--- src/rtl/mem_access_unit.sv ---
// mem_access_unit: single-port load/store engine for a 2^M x 32-bit memory.
// The byte at mem_addr occupies bits 31:24 of the data lanes (big-endian).
// Each request walks IDLE -> ACCESS -> LATCH -> RESP. A rejected request
// goes straight from IDLE to RESP, and the memory is never touched.
// Optional feature macro: MISALIGN_TRAP_EN. When it is defined, half and word
// accesses that are not naturally aligned are rejected. When it is undefined,
// those accesses go to the exact byte address.
module mem_access_unit #(
    parameter int M = 10
) (
    input  logic         clk,
    input  logic         rst_n,
    input  logic         req_valid,
    output logic         req_ready,
    input  logic         req_we,
    input  logic [1:0]   req_size,
    input  logic         req_unsigned,
    input  logic [M+1:0] req_addr,
    input  logic [31:0]  req_wdata,
    output logic         resp_valid,
    input  logic         resp_ready,
    output logic [31:0]  resp_rdata,
    output logic         resp_err,
    output logic [M+1:0] mem_addr,
    output logic [31:0]  mem_mask,
    output logic [31:0]  mem_w,
    input  logic [31:0]  mem_v
);

    // Highest byte address at which a full word still fits in memory.
    localparam logic [M+1:0] MAX_ADDR = {{M{1'b1}}, 2'b00};

    typedef enum logic [1:0] {
        IDLE   = 2'd0,
        ACCESS = 2'd1,
        LATCH  = 2'd2,
        RESP   = 2'd3
    } state_t;

    state_t        state_q;
    logic          req_ready_q;
    logic          we_q;
    logic [1:0]    size_q;
    logic          unsigned_q;
    logic [M+1:0]  addr_q;
    logic          resp_valid_q;
    logic          resp_err_q;
    logic [31:0]   resp_rdata_q;
    logic [31:0]   mem_mask_q;
    logic [31:0]   mem_w_q;

    logic          req_err_d;
    logic [31:0]   store_w_d;
    logic [31:0]   store_mask_d;
    logic [31:0]   load_data_d;

    // Decide whether the incoming request must be rejected rather than performed.
    always_comb begin
        req_err_d = (req_size == 2'd3) || (req_addr > MAX_ADDR);
`ifdef MISALIGN_TRAP_EN
        if ((req_size == 2'd1) && req_addr[0]) begin
            req_err_d = 1'b1;
        end
        if ((req_size == 2'd2) && (req_addr[1:0] != 2'b00)) begin
            req_err_d = 1'b1;
        end
`else
        req_err_d = req_err_d;
`endif
    end

    // Move right-aligned store data into the top lanes and build the write mask.
    always_comb begin
        store_w_d    = 32'h0;
        store_mask_d = 32'h0;
        case (req_size)
            2'd0: begin
                store_w_d    = {req_wdata[7:0], 24'h0};
                store_mask_d = 32'hFF00_0000;
            end
            2'd1: begin
                store_w_d    = {req_wdata[15:0], 16'h0};
                store_mask_d = 32'hFFFF_0000;
            end
            2'd2: begin
                store_w_d    = req_wdata;
                store_mask_d = 32'hFFFF_FFFF;
            end
            default: begin
                store_w_d    = 32'h0;
                store_mask_d = 32'h0;
            end
        endcase
    end

    // Take the addressed bytes from the top lanes of the read data and extend them to 32 bits.
    always_comb begin
        load_data_d = 32'h0;
        case (size_q)
            2'd0: load_data_d = unsigned_q ? {24'h0, mem_v[31:24]}
                                           : {{24{mem_v[31]}}, mem_v[31:24]};
            2'd1: load_data_d = unsigned_q ? {16'h0, mem_v[31:16]}
                                           : {{16{mem_v[31]}}, mem_v[31:16]};
            2'd2: load_data_d = mem_v;
            default: load_data_d = 32'h0;
        endcase
    end

    // Request FSM. Every output is registered here so the memory side sees glitch-free signals.
    always_ff @(posedge clk or negedge rst_n) begin
        if (!rst_n) begin
            state_q      <= IDLE;
            req_ready_q  <= 1'b1;
            we_q         <= 1'b0;
            size_q       <= 2'd0;
            unsigned_q   <= 1'b0;
            addr_q       <= '0;
            resp_valid_q <= 1'b0;
            resp_err_q   <= 1'b0;
            resp_rdata_q <= 32'h0;
            mem_mask_q   <= 32'h0;
            mem_w_q      <= 32'h0;
        end else begin
            case (state_q)
                IDLE: begin
                    if (req_valid) begin
                        we_q        <= req_we;
                        size_q      <= req_size;
                        unsigned_q  <= req_unsigned;
                        addr_q      <= req_addr;
                        req_ready_q <= 1'b0;
                        if (req_err_d) begin
                            state_q      <= RESP;
                            resp_valid_q <= 1'b1;
                            resp_err_q   <= 1'b1;
                            resp_rdata_q <= 32'h0;
                        end else begin
                            state_q <= ACCESS;
                            if (req_we) begin
                                mem_mask_q <= store_mask_d;
                                mem_w_q    <= store_w_d;
                            end
                        end
                    end
                end
                ACCESS: begin
                    mem_mask_q <= 32'h0;
                    mem_w_q    <= 32'h0;
                    state_q    <= LATCH;
                end
                LATCH: begin
                    state_q      <= RESP;
                    resp_valid_q <= 1'b1;
                    resp_err_q   <= 1'b0;
                    resp_rdata_q <= we_q ? 32'h0 : load_data_d;
                end
                RESP: begin
                    if (resp_ready) begin
                        state_q      <= IDLE;
                        resp_valid_q <= 1'b0;
                        resp_err_q   <= 1'b0;
                        resp_rdata_q <= 32'h0;
                        req_ready_q  <= 1'b1;
                    end
                end
                default: begin
                    state_q <= IDLE;
                end
            endcase
        end
    end

    assign req_ready  = req_ready_q;
    assign resp_valid = resp_valid_q;
    assign resp_err   = resp_err_q;
    assign resp_rdata = resp_rdata_q;
    assign mem_addr   = addr_q;
    assign mem_mask   = mem_mask_q;
    assign mem_w      = mem_w_q;

endmodule

--- config.mk ---
export PLATFORM = sky130hd
export DESIGN_NAME = mem_access_unit
export DESIGN_NICKNAME = d
export VERILOG_FILES = /design/src/rtl/mem_access_unit.sv
export SDC_FILE = /design/constraint.sdc
export NUM_CORES = 1
export LEC_CHECK = 0
export BUFFER_PORTS_ARGS = -buffer_cell sky130_fd_sc_hd__buf_4
export CORE_ASPECT_RATIO = 0.75
export CORE_MARGIN = 1.5
export CORE_UTILIZATION = 46
export CTS_BUF_LIST = sky130_fd_sc_hd__clkbuf_2 sky130_fd_sc_hd__clkbuf_4 sky130_fd_sc_hd__clkbuf_8
export CTS_CLUSTER_SIZE = 12
export DETAILED_ROUTE_END_ITERATION = 6
export GPL_TIMING_DRIVEN = 0
export PLACE_DENSITY = 0.79
export SLEW_MARGIN = 20
export SYNTH_ARGS = -nofsm -noshare
export SYNTH_HDL_FRONTEND = slang
export SYNTH_SLANG_ARGS = --single-unit
--- constraint.sdc ---
create_clock -name clk -period 2.5 [get_ports clk]
set_input_delay 0.5 -clock clk [delete_from_list [all_inputs] [get_ports clk]]
set_output_delay 0.5 -clock clk [all_outputs]
set_load 0.02 [all_outputs]
### After elaboration in Yosys (flattened, before gate mapping)

Index checks and enable logic that the tools add are counted.

* register bits after elaboration: 117
* output and inout bits: 111

* $lt $le $gt $ge: 1
* equal/unequal tests: 13
* mux-type cells: 30
* reduce and logical (&&, ||, !) cells: 12

Operators with widths (count)
* 2-to-1 mux 32 bit: 12
* case mux 32 bit (3 select lines): 4
* case mux 32 bit (2 select lines): 2
* greater-than comparator 12 bit, second input constant: 1
* equality test 2 bit, second input constant: 5
* != test 2 bit, second input constant: 5
* case mux 2 bit (4 select lines): 1
* AND reduction 4 bit: 2
* equality test 2 x 1 -> 1 bit, second input constant: 3
* zero test 2 bit: 3
* 2-to-1 mux 2 bit: 3
* case mux 1 bit (3 select lines): 2
* 2-to-1 mux 1 bit: 5
* AND reduction 2 bit: 2
* nonzero test 2 bit: 2
* AND reduction 3 bit: 1
* nonzero test 3 bit: 1
* case mux 1 bit (2 select lines): 1
* logical OR 1 bit: 1

### Logic depth before layout (Yosys ltp)

* depth in word-level cells: 6
* depth in mapped cells: 8

### Least setup slack after synthesis

Ideal clock, no wire load.

* kind: register to register
* from: reg state_q[0]
* to: reg resp_rdata_q[1] (netlist: resp_rdata[1])
* library setup time: 0.125 ns
* arrival time: 1.878 ns
* setup slack: 0.497 ns
* cell stages (with the launch flop): 9
* clock period less this slack: 2.003 ns
* cells stage by stage: dfrtp_1 > inv_1 > ha_1 > inv_1 > a2bb2oi_1 > o311a_1 > buf_2 > buf_4 > mux2_2

* longest elaborated chain between the ends: 3
* elaborated cells on any way between the ends: 9
* those cells by class: 5 x eq/ne; 1 x mux; 3 x reduce/logical

Ends and longest elaborated chain
* from (decl): RTL line 40 `state_t state_q;`
* from (signal assigned): RTL line 112 `state_q <= IDLE;`
* from (signal assigned): RTL line 133 `state_q <= RESP;`
* from (signal assigned): RTL line 138 `state_q <= ACCESS;`
* equality test 2 bit or zero test 2 bit (tied branches): RTL line 124 `case (state_q)`
* != test 2 bit (no source line) or nonzero test 3 bit (tied branches)
* AND reduction 4 bit (no source line)
* to (signal assigned): RTL line 155 `resp_rdata_q <= we_q ? 32'h0 : load_data_d;`
* to (decl): RTL line 48 `logic [31:0] resp_rdata_q;`

Parallel ways exist; a longest one is shown, timed or not.
A chain may end at the register's enable or synchronous reset.

### Worst setup path after layout

* from: reg state_q[0]
* to: reg resp_rdata_q[31] (netlist: resp_rdata[31])

The elaborated chain is that of the path after synthesis.

==> results.json <==
{
  "r2r-start": "state_q[0]$_DFFE_PN0P_",
  "cts_made_buffers": 9,
  "drtAntennaViolNets": 0,
  "route.vias.total": 3933,
  "io_pins": 195,
  "syn_area_um2": 4460,
  "async_reset_ff_frac": 1.00,
  "combPwrFrac": 0.553,
  "n_antenna_cell": 0,
  "cp-start-kind": "flop",
  "start_util": 0.483,
  "dr.pass1.iters": 7,
  "worstPathMaxFanout": 10,
  "antenna_found_initial": 0,
  "power_frac_clock": 0.147,
  "clk_latency_ps": 350,
  "tightest_slew_ps": 790,
  "cp.arrival_ps": 2620,
  "cts_buffer_depth": 2,
  "avgViaCountPerCell": 5.40,
  "rr_worst_depth": 8,
  "min-delay-path-class": "input pin to async pin",
  "grt_overflow_total": 0,
  "grt_pass1_wl_mm": 19.4,
  "cts_resized": 0,
  "finalPower_w": 0.00763,
  "startpoint": "state_q[0]$_DFFE_PN0P_",
  "max_freq_mhz": 418,
  "pwr-share-seq": 0.300,
  "syn_to_final_growth_pct": 41.4,
  "clk_pin_slew_ps": 100,
  "dp_hpwl_mm": 9.83,
  "chipHeight_um": 88.3,
  "rsz0062_at_grt": "false",
  "yosys-top-cells-count": "87 x dfrtp_1, 33 x buf_4, 30 x a21oi_1",
  "rrSetupSlack_ps": 110,
  "clock_skew_ps": 18.3,
  "slew-limit-headroom": 0.473,
  "yosys_warnings": 0,
  "p_int_w": 0.00444,
  "grt_pass1_vias": 3860,
  "instances_no_fill": 729,
  "fin_setup_tns_ps": 0,
  "seq_area_frac_synth": 0.494,
  "place_ws_ps": 198,
  "synth_flop_cell": "dfrtp_1",
  "outcome": "finished, final reports clean",
  "maxCapViolCount": 0,
  "fin_ws_ps": 106,
  "rows": 30,
  "synth-seq-cells": 88,
  "cts_root_buf": "clkbuf_8",
  "dieArea_um2": 10300,
  "worstReg2RegEnd": "resp_rdata[31]$_DFFE_PN0P_",
  "wl_per_cell_um": 17.9,
  "period_needed_ps": 2390,
  "dp_cells": 713,
  "routed_wl_mm": 13.1,
  "switching_power_w": 0.00319,
  "place_congestion": 0.903,
  "yosys.cell_count.top_type": "dfrtp_1",
  "fin_crit_sh": 0.958,
  "p_leak_nw": 3.25,
  "synth.area.top_cells": "dfrtp_1 49%, mux2_1 6.3%, buf_4 5.6%",
  "drive_above_1_share": 0.481,
  "cts_tree": "done",
  "syn_inst": 391,
  "end_kind": "flop",
  "synth_edf_count": 0,
  "drtIter0Drc": 386,
  "portBuffers": 194,
  "htreeDepth": 3,
  "syn_nets": 485,
  "syn_area_per_cell_um2": 11.4,
  "peakVddDrop_uv": 678,
  "yosysTopAreaCell": "dfrtp_1",
  "yosysTopAreaCellShare": 0.488,
  "layout.nets": 690,
  "grt_max_degree": 89,
  "drc_errors": 0,
  "worst-endpoint-required_ps": 2730,
  "ys_types": 41,
  "critPathCapture": "resp_rdata[31]$_DFFE_PN0P_",
  "track_usage": 0.246,
  "postCtsSetupBuffers": 0,
  "swShare": 0.418,
  "hold_viol": 0,
  "fin_util": 0.683,
  "holdBufCountCts": 0,
  "core_area_um2": 9230,
  "cts_sinks": 88,
  "fp.dieW_um": 117,
  "pwr_density_cell_nw_per_um2": 1210,
  "finalSetupViolCount": 0,
  "path_class": "flop to flop",
  "slew_violations": 0
}
==> critical path, stage by stage (launching register included) <==
cell       delay, ps
dfrtp_1          410
inv_1            110
ha_1             260
inv_1            120
a2bb2oi_1        360
o311a_1          230
buf_2            190
buf_4            250
mux2_2           350
==> layout make-up <==
| type | count | area, um^2 |
|---|---|---|
| clock inverter | 7 | 101 |
| buffer | 59 | 363 |
| fill | 730 | 2930 |
| clock buffer | 9 | 124 |
| timing repair buffer | 194 | 1460 |
| inverter | 10 | 37.5 |
| tap | 128 | 160 |
| sequential | 88 | 2200 |
| multi-input combinational | 234 | 1860 |
==> cell usage in the layout, fill, tap and decap left out, types with 2 or more instances in the layout <==
master / netlist / final
o2bb2ai_1: 6 / 6
buf_4: 33 / 226
inv_6: 0 / 2
a22oi_1: 8 / 8
buf_1: 2 / 2
clkbuf_1: 15 / 15
clkbuf_8: 0 / 9
nand4_1: 2 / 2
o2bb2ai_2: 10 / 10
dfrtp_1: 87 / 87
mux2_1: 25 / 25
nand2_1: 25 / 25
a222oi_1: 8 / 8
nor2_1: 17 / 17
a211oi_1: 6 / 6
o21ai_0: 8 / 8
nor3b_1: 2 / 2
a221oi_1: 4 / 4
nor3b_2: 2 / 2
a22o_1: 16 / 16
buf_6: 1 / 2
a21oi_1: 30 / 30
nand2b_1: 8 / 8
nor2b_1: 4 / 4
bufinv_16: 0 / 2
a21o_1: 9 / 9
buf_2: 8 / 8
mux2_2: 21 / 21
inv_1: 10 / 10
ha_1: 10 / 10
==> registers in the layout, indices dropped and copies added, names as in the netlist <==
register / flops
mem_addr: 12
mem_mask: 3
mem_w: 32
req_ready: 1
resp_err: 1
resp_rdata: 32
resp_valid: 1
size_q: 2
state_q: 2
unsigned_q: 1
we_q: 1
==> worst min-delay path by stage <==
stage / from / to / slack (ps) / cells past startpoint
2_1_floorplan: rst_n / mem_addr[0]$_DFFE_PN0P_ / 200 / 0
3_3_place_gp: req_ready$_DFFE_PN1P_ / req_ready$_DFFE_PN1P_ / 460 / 2
3_5_place_dp: resp_rdata[23]$_DFFE_PN0P_ / resp_rdata[23]$_DFFE_PN0P_ / 480 / 1
4_1_cts: req_wdata[14] / mem_w[14]$_DFFE_PN0P_ / 360 / 2
5_1_grt: rst_n / resp_rdata[28]$_DFFE_PN0P_ / 250 / 1
6_report: rst_n / resp_rdata[18]$_DFFE_PN0P_ / 200 / 1
==> per-stage QoR <==
step / instance area (um^2) / hold slack (ps)
global placement: 6080 / 462
floorplan: 4460 / 204
global route: 6310 / 253
detailed placement: 6080 / 477
finish: 6310 / 204
CTS: 6300 / 357
==> power by group through the flow <==
stage          clock (W)  sequential, W  combinational, W
2_1_floorplan          0        0.00282           0.00207
4_1_cts          0.00114        0.00229           0.00423
6_report         0.00112        0.00229           0.00422
3_5_place_dp           0        0.00231           0.00422
3_3_place_gp           0        0.00228           0.00414
5_1_grt          0.00120        0.00235           0.00451
==> cell families (layout without fill, tap and decap cells) <==
group	count (synthesis)	after routing	synth area share
AOI/OAI and AO/OA	112	112	0.197
adders and majority gates	10	10	0.0280
buffers and inverters	69	279	0.0897
DFF	88	88	0.494
muxes	47	47	0.118
and+or+nand+nor	65	65	0.0726
==> metal layers <==
| metal | GRT usage | wire [um] |
|---|---|---|
| met1 | 0.327 | 5590 |
| met2 | 0.394 | 5990 |
| met3 | 0.0712 | 1250 |
| met4 | 0.0811 | 229 |
| met5 | 0 | 0 |
Power figures use the tool's default switching activity.
